--- config.mk ---
export PLATFORM = sky130hd
export DESIGN_NAME = servo_ramp
export DESIGN_NICKNAME = d
export VERILOG_FILES = /design/src/rtl/servo_ramp.sv
export SDC_FILE = /design/constraint.sdc
export NUM_CORES = 1
export LEC_CHECK = 0
export ABC_CLOCK_PERIOD_IN_PS = 4000
export CAP_MARGIN = 30
export CORE_ASPECT_RATIO = 0.75
export CORE_MARGIN = 3
export CORE_UTILIZATION = 53
export CTS_BUF_LIST = sky130_fd_sc_hd__clkbuf_4
export CTS_CLUSTER_SIZE = 24
export DETAILED_ROUTE_END_ITERATION = 6
export PLACE_DENSITY = 0.79
export SYNTH_ARGS = -nofsm -noshare
export SYNTH_HDL_FRONTEND = slang
export SYNTH_SLANG_ARGS = --single-unit
--- constraint.sdc ---
create_clock -name clk_i -period 4 [get_ports clk_i]
set_clock_uncertainty 0.15 [all_clocks]
set_input_delay 0.8 -clock clk_i [delete_from_list [all_inputs] [get_ports clk_i]]
set_output_delay 0.8 -clock clk_i [all_outputs]
set_load 0.01 [all_outputs]
--- src/rtl/servo_ramp.sv ---
// Slew-rate limiter feeding the PWM servo driver: moves position_o toward the accepted
// target by at most step_i LSBs per frame. Define SERVO_RAMP_CLAMP_EN to clamp targets to [MIN_POS, MAX_POS].
module servo_ramp #(
    parameter int CLK_PER_NS = 40,
    parameter int N          = 8,
    parameter int FRAME_MS   = 20,
    parameter int INIT_POS   = 128,
    parameter int MIN_POS    = 0,
    parameter int MAX_POS    = 255
) (
    input  logic         clk_i,
    input  logic         rst_i,
    input  logic         en_i,
    input  logic [N-1:0] target_i,
    input  logic         target_valid_i,
    output logic         target_ready_o,
    input  logic [N-1:0] step_i,
    output logic [N-1:0] position_o,
    output logic         en_o,
    output logic         busy_o,
    output logic         done_o
);

    localparam int MS   = 1_000_000 / CLK_PER_NS;
    localparam int MS_W = (MS > 1) ? $clog2(MS) : 1;
    localparam int FR_W = (FRAME_MS > 1) ? $clog2(FRAME_MS) : 1;
    localparam logic [MS_W-1:0] MS_LAST = MS_W'(MS - 1);
    localparam logic [FR_W-1:0] FR_LAST = FR_W'(FRAME_MS - 1);
    localparam logic [N-1:0]    INIT_L  = N'(INIT_POS);

    typedef enum logic [0:0] {
        ST_IDLE = 1'b0,
        ST_RAMP = 1'b1
    } state_t;

    state_t          state_r, state_nxt_s;
    logic [MS_W-1:0] ms_cnt_r;
    logic [FR_W-1:0] frame_cnt_r;
    logic [N-1:0]    position_r, target_r, pos_nxt_s, tgt_nxt_s;
    logic            done_r, done_nxt_s, en_r;
    logic            ms_tick_s, frame_tick_s, target_ready_s, accept_s, snap_s;
    logic [N-1:0]    tgt_in_s;
    logic [N:0]      diff_s, mag_s;

    function automatic logic [N-1:0] clamp_target(input logic [N-1:0] t);
`ifdef SERVO_RAMP_CLAMP_EN
        logic [N-1:0] res;
        if (t < N'(MIN_POS)) begin
            res = N'(MIN_POS);
        end else if (t > N'(MAX_POS)) begin
            res = N'(MAX_POS);
        end else begin
            res = t;
        end
        return res;
`else
        return t;
`endif
    endfunction

    assign ms_tick_s      = en_i && (ms_cnt_r == MS_LAST);
    assign frame_tick_s   = ms_tick_s && (frame_cnt_r == FR_LAST);
    assign target_ready_s = en_i && (state_r == ST_IDLE) && !rst_i;
    assign accept_s       = target_valid_i && target_ready_s;
    assign tgt_in_s       = clamp_target(target_i);

    // Magnitude of target-position in N+1 bits; the sign bit picks the step direction
    assign diff_s = {1'b0, target_r} - {1'b0, position_r};
    assign mag_s  = diff_s[N] ? (~diff_s + {{N{1'b0}}, 1'b1}) : diff_s;
    assign snap_s = (step_i == '0) || (mag_s <= {1'b0, step_i});

    // Millisecond and frame counters, held at zero while the block is disabled
    always_ff @(posedge clk_i) begin
        if (rst_i || !en_i) begin
            ms_cnt_r    <= '0;
            frame_cnt_r <= '0;
        end else if (ms_tick_s) begin
            ms_cnt_r    <= '0;
            frame_cnt_r <= frame_tick_s ? '0 : frame_cnt_r + 1'b1;
        end else begin
            ms_cnt_r    <= ms_cnt_r + 1'b1;
            frame_cnt_r <= frame_cnt_r;
        end
    end

    // FSM state register
    always_ff @(posedge clk_i) begin
        if (rst_i) begin
            state_r <= ST_IDLE;
        end else begin
            state_r <= state_nxt_s;
        end
    end

    // FSM next-state logic
    always_comb begin
        state_nxt_s = state_r;
        case (state_r)
            ST_IDLE: begin
                if (accept_s && (tgt_in_s != position_r)) begin
                    state_nxt_s = ST_RAMP;
                end else begin
                    state_nxt_s = ST_IDLE;
                end
            end
            ST_RAMP: begin
                if (frame_tick_s && snap_s) begin
                    state_nxt_s = ST_IDLE;
                end else begin
                    state_nxt_s = ST_RAMP;
                end
            end
            default: state_nxt_s = ST_IDLE;
        endcase
    end

    // FSM output logic: next position, target and done pulse
    always_comb begin
        pos_nxt_s  = position_r;
        tgt_nxt_s  = target_r;
        done_nxt_s = 1'b0;
        case (state_r)
            ST_IDLE: begin
                if (accept_s) begin
                    tgt_nxt_s  = tgt_in_s;
                    done_nxt_s = (tgt_in_s == position_r);
                end else begin
                    tgt_nxt_s  = target_r;
                end
            end
            ST_RAMP: begin
                if (!frame_tick_s) begin
                    pos_nxt_s = position_r;
                end else if (snap_s) begin
                    pos_nxt_s  = target_r;
                    done_nxt_s = 1'b1;
                end else if (diff_s[N]) begin
                    pos_nxt_s = position_r - step_i;
                end else begin
                    pos_nxt_s = position_r + step_i;
                end
            end
            default: begin
                pos_nxt_s = position_r;
            end
        endcase
    end

    // Output and datapath registers
    always_ff @(posedge clk_i) begin
        if (rst_i) begin
            position_r <= INIT_L;
            target_r   <= INIT_L;
            done_r     <= 1'b0;
            en_r       <= 1'b0;
        end else begin
            position_r <= pos_nxt_s;
            target_r   <= tgt_nxt_s;
            done_r     <= done_nxt_s;
            en_r       <= en_i;
        end
    end

    assign target_ready_o = target_ready_s;
    assign position_o     = position_r;
    assign en_o           = en_r;
    assign busy_o         = (state_r == ST_RAMP);
    assign done_o         = done_r;

endmodule

==> impl_results.md <==
* Outcome: finished, final reports clean
* Post-synth top flop: dfxtp_1
* Clk slew on worst S/H paths at 0.12 ns
* Comb pwr share at 33.6%
* CTS H-tree depth at 2
* Number of synthesized flops with an enable pin at 0
* Dpl hpwl at 5910 um
* Ant diodes at 0
* Synth Register Bits at 39
* Slew HR at 58.1%
* Vias at 2,756
* Synth Area in XOR/XNOR at 12.8%
* # rows at 22
* Count leader, synth: nand2_1
* Grt met1 use at 34.9%
* Share of power burned in registers at 39.9%
* End of the worst hold path: ms_cnt_r[0]
* R2R Path End: position_o[5]
* Post-synth top cells: nand2_1, dfxtp_1, a21oi_1
* Fraction of the mapped netlist area in simple logic gates at 24.2%
* Critical Path Sink Type: flip-flop
* Synth Area in Compound Gates at 17.7%
* Detail Route Antenna Nets at 0
* TritonCTS clock tree: done
* Worst Hold Path Cells at 1
* Routability cong. at 0.952
* Max clock buf depth at 2
* Post-Layout Cell Count at 480
* Max-cap violations at 0
* Hold Violations, Final at 0
* Crit-path leading delay family: compound AO/OA/AOI/OAI gates
* Final setup margin at 0.138 ns
* Fin area at 3560 um^2
* Buf+Inv Stages, Crit Path at 5
* Yosys warning total at 0
* Detailed Route WL at 7600 um
* # IOs at 32
* Avg Inst Size Synth at 7.99 um^2
* Setup violations, final at 0
* Fin crit share at 96.5%
* First-pass GRT wire length at 12,100 um
* Sequential area share after synthesis at 27.1%
* DIE WIDTH at 91.2 um
* Post-synth top area share at 27.1%
* Clk_lat worst skew at 0.35 ns
* Data arrival time of the critical path at 3.97 ns
* CORE AREA at 5060 um^2
* Hold wc startpoint: ms_cnt_r[0]
* Min-delay worst type: reg2reg
* Switching part of the total at 31.8%
* Synth area leader: dfxtp_1
* Met2 Track Usage GR at 34.3%
* Setup crit start kind: flip-flop
* P per Cell Area at 281 nW/um^2
* Crit Path Class: reg2reg
* Synth area leaders: dfxtp_1, ha_1, xnor2_1, nand2_1, a21oi_1
* DRT iter0 DRCs at 254
* Grt ovf at 0
* Dpl cells at 467
* Die Footprint at 6370 um^2
* Post-Syn Instances at 361
* Dpl cell area at 3330 um^2
* Max Fclk at 0.259 GHz
* First drt pass iteration count at 6
* Area Growth Syn to Fin at 23.4%
* Initial antenna violation count at 0
* CTS root buf: clkbuf_4
* Psw at 0.318 mW
* Fin crit period at 3.86 ns
* Post-synth ARST share at 0%
* Req. time, crit path at 4.10 ns
* Critical Path Most Common Cell: a21o_1
* Clock sinks at 39
* Critical-path top delay cell: fa_2
* Worst path max stage delay at 0.37 ns
* Internal at 0.682 mW
* Vias/cell at 5.74
* Post-Syn Nets at 410
* Pwr Total at 1.00 mW
* Syn Std Cell Area at 2880 um^2
* Total GRT Usage at 23.5%
* Crit-path cells: inv_1 -> ha_4 -> inv_2 -> fa_2 -> a21o_1 -> a221oi_4 -> buf_6 -> xor2_4 -> nand2_1 -> o21ai_2 -> xor2_1 -> ha_1 -> a21o_1 -> o221ai_1 -> buf_4 -> buf_12 -> a21oi_1 -> o31a_1
* Vias in the first global route at 2,539
* Adder-Cell Fraction of Synth Area at 13.1%
* R2R Setup Slk at 0.14 ns
* Minimum hold slack at 0.331 ns
* Remaining DRCs at 0
* Clk network pwr share at 26.5%
* Max-slew violations at 0
* Layout cells sized above 1 at 11.8%
* Die height at 69.9 um
* Yosys cell types at 48
* Largest net degree at the start of global routing at 18
* Met3 Usage GRT at 7.00%
* Fillcell total at 423
* Final #Nets at 456
* Number of buffers added on ports at 31
* Initial core utilization at 56.9%
* Setup Slack @ Placement at 0.00334 ns
* R2R cell count at 18
* Largest fanout on the critical path at 8
* Post-synthesis mux area share at 0.347%
* Drt wl/cell at 15.8 um
* Critical R2R Launch: target_r[0]
* Total negative slack at 0 ns
* Static leakage at 1.44 nW
* Largest family of logic cells by synthesized area: simple AND/OR/NAND/NOR gates
* Max IR drop VDD at 0.186 mV
* Most used routing layer: met1
* Clock buffer count from CTS at 5
* Post-layout util at 70.2%
* Worst-margin pin slew at 0.627 ns
-- what timing repair did --
| action | CTS | global route |
|---|---|---|
| buffers inserted | 2 | 3 |
| hold buffers | 0 | 0 |
| pin swaps | 1 | 14 |
| hold endpoints to repair | 0 | 0 |
| endpoints found under the setup margin | 3 | 10 |
| resized for setup | 4 | 22 |
-- how the worst max path moves through the flow --
stage	slack, ns	start	end	depth (start not counted)
6_report	0.14	target_r[0]	position_o[5]	18
5_1_grt	-0.02	target_r[0]	position_o[7]	16
4_1_cts	0.02	target_r[0]	position_o[6]	18
3_5_place_dp	0.003	position_o[1]	position_o[3]	16
3_3_place_gp	0.12	position_o[1]	position_o[3]	16
2_1_floorplan	0.05	position_o[0]	position_o[5]	17
-- final cells by class --
type	count	area [um^2]	share of cell area, %
Clock inverter	3	38.8	1.09
Timing Repair Buffer	49	462	13.0
Clock buffer	5	37.5	1.06
Sequential cell	39	783	22.0
Multi-Input combinational cell	289	2060	57.9
Inverter	23	86.3	2.43
Tap cell	72	90.1	2.53
-- layer usage --
layer | part of all wire (%) | vias up
met4 | 0.70 | 0
li1 | - | 1358
met2 | 42 | 116
met1 | 48 | 1275
met3 | 9.5 | 7
met5 | 0 | -
-- registers in the layout, summed over array words and instances, names as in the netlist --
register	flops
ms_cnt_r	15
position_o	8
target_r	8
frame_cnt_r	5
busy_o	1
done_o	1
en_o	1
-- power groups by stage --
stage                     Clock [mW]  Sequential, mW  Combinational (mW)
after floorplan                    0           0.406               0.193
after global placement             0           0.407               0.267
after detailed placement           0           0.407               0.276
after CTS                      0.267           0.399               0.303
after global routing           0.285           0.399               0.365
final                          0.265           0.399               0.336
-- placed cells by master (no fill, tap or decap), types with 9 or more instances in the layout --
| master | netlist | final |
|---|---|---|
| inv_1 | 23 | 21 |
| nand3_1 | 11 | 11 |
| dfxtp_1 | 39 | 37 |
| o21ai_0 | 13 | 11 |
| xnor2_1 | 25 | 25 |
| clkdlybuf4s50_1 | 0 | 31 |
| nand2_1 | 47 | 47 |
| nor2_1 | 26 | 26 |
| a21oi_1 | 30 | 27 |
| buf_4 | 0 | 16 |
| ha_1 | 27 | 25 |
| xor2_1 | 17 | 16 |
| nand4_1 | 9 | 9 |
-- logic make-up (layout without fill, tap and decap cells) --
family	after synthesis	in the layout
xor+xnor	42	42
simple gates	138	138
compound gates	79	79
buf+inv	33	80
flops	39	39
fa+ha+maj	29	29
mux	1	1
Note: power is estimated with default switching activity, not from simulation.
